===== src/rtl/freq_meter_pkg.sv =====
// Shared types and constants for the freq_meter block.
package freq_meter_pkg;

    // Number of flops that bring sig_in into the clk domain.
    localparam int unsigned SYNC_DEPTH = 2;

    // Measurement sequencer states.
    typedef enum logic [1:0] {
        IDLE  = 2'd0,
        GATE  = 2'd1,
        LATCH = 2'd2
    } state_e;

endpackage


===== src/rtl/freq_meter_ch.sv =====
// One measurement channel: synchronizer, rising-edge detector, saturating
// edge counter with overflow flag and, when FREQ_METER_PERIOD_EN is defined,
// a free-running period counter.
module freq_meter_ch
    import freq_meter_pkg::*;
#(
    parameter int unsigned CNT_W = 16
`ifdef FREQ_METER_PERIOD_EN
    ,
    parameter int unsigned PER_W = 20
`endif
) (
    input  logic             clk,
    input  logic             rst_n,
    input  logic             sig_in,
    input  logic             clear,
    input  logic             count_en,
    output logic [CNT_W-1:0] cnt_next,
    output logic             ovf_next
`ifdef FREQ_METER_PERIOD_EN
    ,
    output logic [PER_W-1:0] period_out
`endif
);

    localparam logic [CNT_W-1:0] CNT_MAX = {CNT_W{1'b1}};

    logic [SYNC_DEPTH-1:0] sync_q;
    logic                  prev_q;
    logic                  edge_det;
    logic [CNT_W-1:0]      cnt_q;
    logic                  ovf_q;

    // Synchronize the input and keep one more stage for edge detection.
    always_ff @(posedge clk or negedge rst_n) begin
        if (!rst_n) begin
            sync_q <= '0;
            prev_q <= 1'b0;
        end else begin
            sync_q <= {sync_q[SYNC_DEPTH-2:0], sig_in};
            prev_q <= sync_q[SYNC_DEPTH-1];
        end
    end

    assign edge_det = sync_q[SYNC_DEPTH-1] & ~prev_q;

    // Next count: clear on window start, otherwise saturate and flag overflow.
    always_comb begin
        cnt_next = cnt_q;
        ovf_next = ovf_q;
        if (clear) begin
            cnt_next = '0;
            ovf_next = 1'b0;
        end else if (count_en && edge_det) begin
            if (cnt_q == CNT_MAX) begin
                ovf_next = 1'b1;
            end else begin
                cnt_next = cnt_q + 1'b1;
            end
        end
    end

    // Edge counter and overflow state.
    always_ff @(posedge clk or negedge rst_n) begin
        if (!rst_n) begin
            cnt_q <= '0;
            ovf_q <= 1'b0;
        end else begin
            cnt_q <= cnt_next;
            ovf_q <= ovf_next;
        end
    end

`ifdef FREQ_METER_PERIOD_EN
    localparam logic [PER_W-1:0] PER_MAX = {PER_W{1'b1}};

    logic [PER_W-1:0] per_cnt_q;
    logic [PER_W-1:0] period_q;

    // Free-running period counter; each edge captures it and restarts at 1.
    always_ff @(posedge clk or negedge rst_n) begin
        if (!rst_n) begin
            per_cnt_q <= '0;
            period_q  <= '0;
        end else if (edge_det) begin
            period_q  <= per_cnt_q;
            per_cnt_q <= PER_W'(1);
        end else if (per_cnt_q != PER_MAX) begin
            per_cnt_q <= per_cnt_q + 1'b1;
        end
    end

    assign period_out = period_q;
`endif

endmodule


===== src/rtl/freq_meter.sv =====
// Multi-channel gated frequency meter. Counts rising edges of each sig_in bit
// over a window of GATE_CYCLES clocks and latches the counts with a valid
// pulse. Optional per-channel period measurement: define FREQ_METER_PERIOD_EN.
module freq_meter
    import freq_meter_pkg::*;
#(
    parameter int unsigned NUM_CH      = 4,
    parameter int unsigned CNT_W       = 16,
    parameter int unsigned GATE_CYCLES = 100000,
    parameter int unsigned PER_W       = 20
) (
    input  logic                    clk,
    input  logic                    rst_n,
    input  logic                    en,
    input  logic [NUM_CH-1:0]       sig_in,
    output logic [NUM_CH*CNT_W-1:0] freq_out,
    output logic [NUM_CH-1:0]       ovf,
    output logic                    valid,
    output logic                    busy
`ifdef FREQ_METER_PERIOD_EN
    ,
    output logic [NUM_CH*PER_W-1:0] period_out
`endif
);

    localparam int unsigned       GATE_W    = $clog2(GATE_CYCLES);
    localparam logic [GATE_W-1:0] GATE_LAST = GATE_W'(GATE_CYCLES - 1);

    if (NUM_CH < 1 || NUM_CH > 16 || CNT_W < 1 || PER_W < 1 || GATE_CYCLES < 4)
    begin : g_param_check
        $error("freq_meter: parameter out of range");
    end

    state_e              state_q, state_d;
    logic [GATE_W-1:0]   gate_q;
    logic                clear, count_en, latch;
    logic [CNT_W-1:0]    cnt_next [NUM_CH];
    logic [NUM_CH-1:0]   ovf_next;
    logic [NUM_CH*CNT_W-1:0] freq_q;
    logic [NUM_CH-1:0]   ovf_q;
    logic                valid_q;

    for (genvar k = 0; k < NUM_CH; k++) begin : g_ch
        freq_meter_ch #(
            .CNT_W (CNT_W)
`ifdef FREQ_METER_PERIOD_EN
            ,
            .PER_W (PER_W)
`endif
        ) u_ch (
            .clk      (clk),
            .rst_n    (rst_n),
            .sig_in   (sig_in[k]),
            .clear    (clear),
            .count_en (count_en),
            .cnt_next (cnt_next[k]),
            .ovf_next (ovf_next[k])
`ifdef FREQ_METER_PERIOD_EN
            ,
            .period_out (period_out[k*PER_W +: PER_W])
`endif
        );
    end

    // State register.
    always_ff @(posedge clk or negedge rst_n) begin
        if (!rst_n) begin
            state_q <= IDLE;
        end else begin
            state_q <= state_d;
        end
    end

    // Next state and window control; dropping en in GATE aborts the window.
    always_comb begin
        state_d  = state_q;
        clear    = 1'b0;
        count_en = 1'b0;
        latch    = 1'b0;
        busy     = 1'b0;
        case (state_q)
            IDLE: begin
                if (en) begin
                    state_d = GATE;
                    clear   = 1'b1;
                end
            end
            GATE: begin
                busy     = 1'b1;
                count_en = 1'b1;
                if (!en) begin
                    state_d = IDLE;
                end else if (gate_q == GATE_LAST) begin
                    state_d = LATCH;
                    latch   = 1'b1;
                end
            end
            LATCH: begin
                if (en) begin
                    state_d = GATE;
                    clear   = 1'b1;
                end else begin
                    state_d = IDLE;
                end
            end
            default: state_d = IDLE;
        endcase
    end

    // Gate cycle counter, restarted on every window entry.
    always_ff @(posedge clk or negedge rst_n) begin
        if (!rst_n) begin
            gate_q <= '0;
        end else if (clear) begin
            gate_q <= '0;
        end else if (count_en) begin
            gate_q <= gate_q + 1'b1;
        end
    end

    // Results load from the channels' next counts so the final gate cycle is
    // included and the new values are visible while valid is high in LATCH.
    always_ff @(posedge clk or negedge rst_n) begin
        if (!rst_n) begin
            freq_q  <= '0;
            ovf_q   <= '0;
            valid_q <= 1'b0;
        end else begin
            valid_q <= latch;
            if (latch) begin
                for (int k = 0; k < NUM_CH; k++) begin
                    freq_q[k*CNT_W +: CNT_W] <= cnt_next[k];
                end
                ovf_q <= ovf_next;
            end
        end
    end

    assign freq_out = freq_q;
    assign ovf      = ovf_q;
    assign valid    = valid_q;

endmodule


===== config.mk =====
export PLATFORM = sky130hd
export DESIGN_NAME = freq_meter
export DESIGN_NICKNAME = d
export VERILOG_FILES = /design/src/rtl/freq_meter_pkg.sv /design/src/rtl/freq_meter_ch.sv /design/src/rtl/freq_meter.sv
export SDC_FILE = /design/constraint.sdc
export NUM_CORES = 1
export LEC_CHECK = 0
export ABC_CLOCK_PERIOD_IN_PS = 2600
export CAP_MARGIN = 20
export CORE_ASPECT_RATIO = 1.2
export CORE_MARGIN = 2
export CORE_UTILIZATION = 35
export DETAILED_ROUTE_END_ITERATION = 6
export PLACE_DENSITY = 0.68
export SYNTH_ARGS = -nofsm -noshare
export SYNTH_HDL_FRONTEND = slang
export SYNTH_SLANG_ARGS = --single-unit

===== constraint.sdc =====
create_clock -name clk -period 2.6 [get_ports clk]
set_clock_uncertainty 0.1 [all_clocks]
set_input_delay 0.39 -clock clk [delete_from_list [all_inputs] [get_ports clk]]
set_output_delay 0.39 -clock clk [all_outputs]
set_load 0.01 [all_outputs]

==> impl_results.md <==
- Most common cell after layout, fill and taps aside: dfrtp_1
- Worst endpoint required time: roughly 2.8 ns
- Outcome: finished clean
- Routed WL per cell: between 15 and 20 um
- Clk pwr share: 0.465
- Final net count: about 840
- Setup crit end kind: flop
- Setup-failing EPs final: 0
- Worst Path Arrival: ~2.7 ns
- P_int: around 4.3 mW
- H-tree depth: 4
- Root buf cell: clkbuf_16
- Xor/xnor share of the synthesized area: 0.0494
- Synth warn: 0
- Combinational power share: 0.042
- Ranking of synthesized cells by area: dfrtp_1 58%, nor2_1 5.0%, nand2_1 4.4%, xnor2_1 3.1%, nand4_1 2.5%
- Vias in the first global route: roughly 5.6k
- Psw: 1.19 mW
- Post-Synth Adder-Cell Area: 0.00861
- GP Congestion: between 0.8 and 0.9
- CTS tree: built
- Final period util: 0.941
- Final TNS setup: 0 ns
- Synthesized area: approximately 7300 um^2
- CTS Buffer Depth: 2
- Mapped Avg Cell Area: slightly above 10 um^2
- Initial antenna violation count: 0
- Crit-path max cell delay: 0.51 ns
- Seq cells post-synth: roughly 170
- Post-placement cell count: between 1k and 1.5k
- Worst skew pair latency: between 0.4 and 0.5 ns
- Top FF cell, synth: dfrtp_1
- Post-synthesis cell count: ~720
- VDD IR max: roughly 0.43 mV
- # IOs: 77
- Commonest cells after routing, fill and taps aside: 168 x dfrtp_1, 97 x nor2_1, 85 x nand2_1
- Simple-gate portion of the synthesized area: 0.226
- Die Area: approximately 22000 um^2
- N_diodes: 0
- Distinct cells, synth: 52
- Yosys top cell area share: 0.579
- Antenna-violating nets left: 0
- Cell Area, Placed: 8630 um^2
- Global-route wire length before repair: around 28 mm
- GRT overflow: 0
- Final non-filler cell total: approximately 1.1k
- Post-synthesis mux area share: 0.0305
- Tot GR Track Use: 0.162
- Clock sinks: 168
- Filler instances: 1870
- Fraction of layout cells with a size suffix above 1: 0.108
- WL final: about 17 mm
- Clock slew seen by the registers of the worst setup and hold paths: around 0.060 ns
- Largest net degree at the start of global routing: 64
- CP max-delay cell: or4b_1
- Setup Buffers After CTS: 0
- Max-capacitance violation count: 0
- Die Ht: approximately 160 um
- CP delay by family, top: simple AND/OR/NAND/NOR gates
- Unrepaired setup endpoints after global routing: false
- Fin. Hold Viols: 0
- Die W: between 100 and 150 um
- Pleak: about 4.0 nW
- Row count: 57
- Count of final max-slew check failures: 0
- Max-slew headroom: 0.587
- Starting density of the core: 0.357
- TritonCTS Buffers: 17
- Crit path buf inv count: 1
- Vias: between 5k and 6k
- Share of power burned in registers: 0.493
- Worst-margin pin slew: 0.613 ns
- Crit Path Category: flop to flop
- Pwr Total: 5.50 mW
- Tmin final: 2.45 ns
- 1st-pass router iterations: 5
- Critical Path, Cell by Cell: or4b_1 -> or3_1 -> or4_4 -> buf_4 -> mux2_1
- Post-synth EDFFs: 0
- CP Max Fanout: 12
- Largest family of logic cells by synthesized area: simple AND/OR/NAND/NOR gates
- PortBufs: 76
- Register area share after synthesis: 0.579
- Post-synth top area cell: dfrtp_1
- Switching share of power: 0.215
- Total core area: ~20000 um^2
- Max frequency: 409 MHz
- Area grow syn2layout: 27.7%
- Design area: a little over 9000 um^2
- Routed vias/inst: slightly above 5
- Hpwl dp: about 12 mm
- DRC: 0
- CP Launch Type: flop
- Starting DRT DRC Count: roughly 330
- Pwr dens: just under 600 nW/um^2
- Ys async rst share: 1.00
- Compound-cell area share of the yosys netlist: 0.0877
- HP Class: flop to flop
- Syn Nets: 728
worst paths after layout:
check | startpoint | to | slack, ns | depth (start not counted)
max reg2reg | gate_q[14]$_DFFE_PN0P_ | freq_out[50]$_DFFE_PN0P_ | 0.15 | 5
min reg2reg | g_ch[3].u_ch.sync_q[0]$_DFF_PN0_ | g_ch[3].u_ch.sync_q[1]$_DFF_PN0_ | 0.25 | 0
max in group asynchronous | rst_n | freq_out[42]$_DFFE_PN0P_ | 1.30 | 3
min | g_ch[3].u_ch.sync_q[0]$_DFF_PN0_ | g_ch[3].u_ch.sync_q[1]$_DFF_PN0_ | 0.25 | 0
max | gate_q[14]$_DFFE_PN0P_ | freq_out[50]$_DFFE_PN0P_ | 0.15 | 5
min in group asynchronous | rst_n | g_ch[3].u_ch.cnt_q[6]$_DFF_PN0_ | 0.40 | 2
state kept, by name (all words and copies together), names as in the netlist:
name              cells
ovf                   4
g_ch.u_ch.prev_q      4
valid                 1
g_ch.u_ch.ovf_q       4
freq_out             64
gate_q               17
g_ch.u_ch.cnt_q      64
state_q               2
g_ch.u_ch.sync_q      8
final cells by class:
type	instances	area, um^2	area share
clock inverters	9	124	0.0134
well taps	265	332	0.0357
clock buffers	21	470	0.0507
repair buffers	122	1170	0.126
inverters	6	22.5	0.00243
multi-input cells	515	2950	0.318
flip-flops and latches	168	4200	0.453
worst reg2reg max path: stages (launching register included):
cell	delay, ns
dfrtp_1	0.39
or4b_1	0.51
or3_1	0.34
or4_4	0.47
buf_4	0.21
mux2_1	0.31
kinds of logic after synthesis:
kind of cell / count (synthesis)
compound gates: 114
flops: 168
mux: 20
fa+ha+maj: 5
buf+inv: 33
xor+xnor: 41
simple gates: 335
synth_stat cells (4+ instances only):
library cell	count
or4_1	5
and3_1	10
or3_1	4
nand3_1	32
nor2_1	97
nand4_1	29
inv_1	5
xnor2_1	26
mux2_1	5
a21oi_1	22
buf_2	4
o21ai_1	31
ha_1	5
nor4bb_1	4
nand2_1	85
or2_2	5
mux2i_1	12
xor2_1	15
a31oi_1	8
nor4_1	15
o21ai_0	34
and4_1	4
o31ai_1	4
clkbuf_1	20
nor3_1	21
nand2b_1	7
dfrtp_1	168
stage by stage:
| step | hold slack (ns) | util | setup slack [ns] |
|---|---|---|---|
| floorplan | -0.00559 | - | 0.182 |
| global placement | 0.235 | 0.425 | 0.0258 |
| detailed placement | 0.236 | 0.425 | 0.00606 |
| CTS | 0.251 | 0.456 | 0.0683 |
| global route | 0.254 | 0.456 | 0.0708 |
| finish | 0.248 | 0.456 | 0.153 |
power by group through the flow:
stage	clock, mW	sequential, mW	combinational, mW
after floorplan	0	2.75	0.103
after global placement	0	2.76	0.228
after detailed placement	0	2.76	0.234
after CTS	2.62	2.71	0.237
after global routing	2.71	2.72	0.263
final	2.56	2.71	0.230
what timing repair did:
action,CTS,global route
resized for setup,1,1
endpoints found under the setup margin,4,5
cloned,1,0
endpoints found under the hold margin,58,0
hold buffers,1,0
routing by layer:
layer	up-vias	wire (um)	GRT usage	part of all wire
met5	-	0	0	0
met4	0	439	0.0687	0.026
met3	32	755	0.0412	0.045
met2	109	7860	0.255	0.47
met1	2729	7630	0.214	0.46
li1	2766	-	-	-
Note: power is estimated with default switching activity, not from simulation.
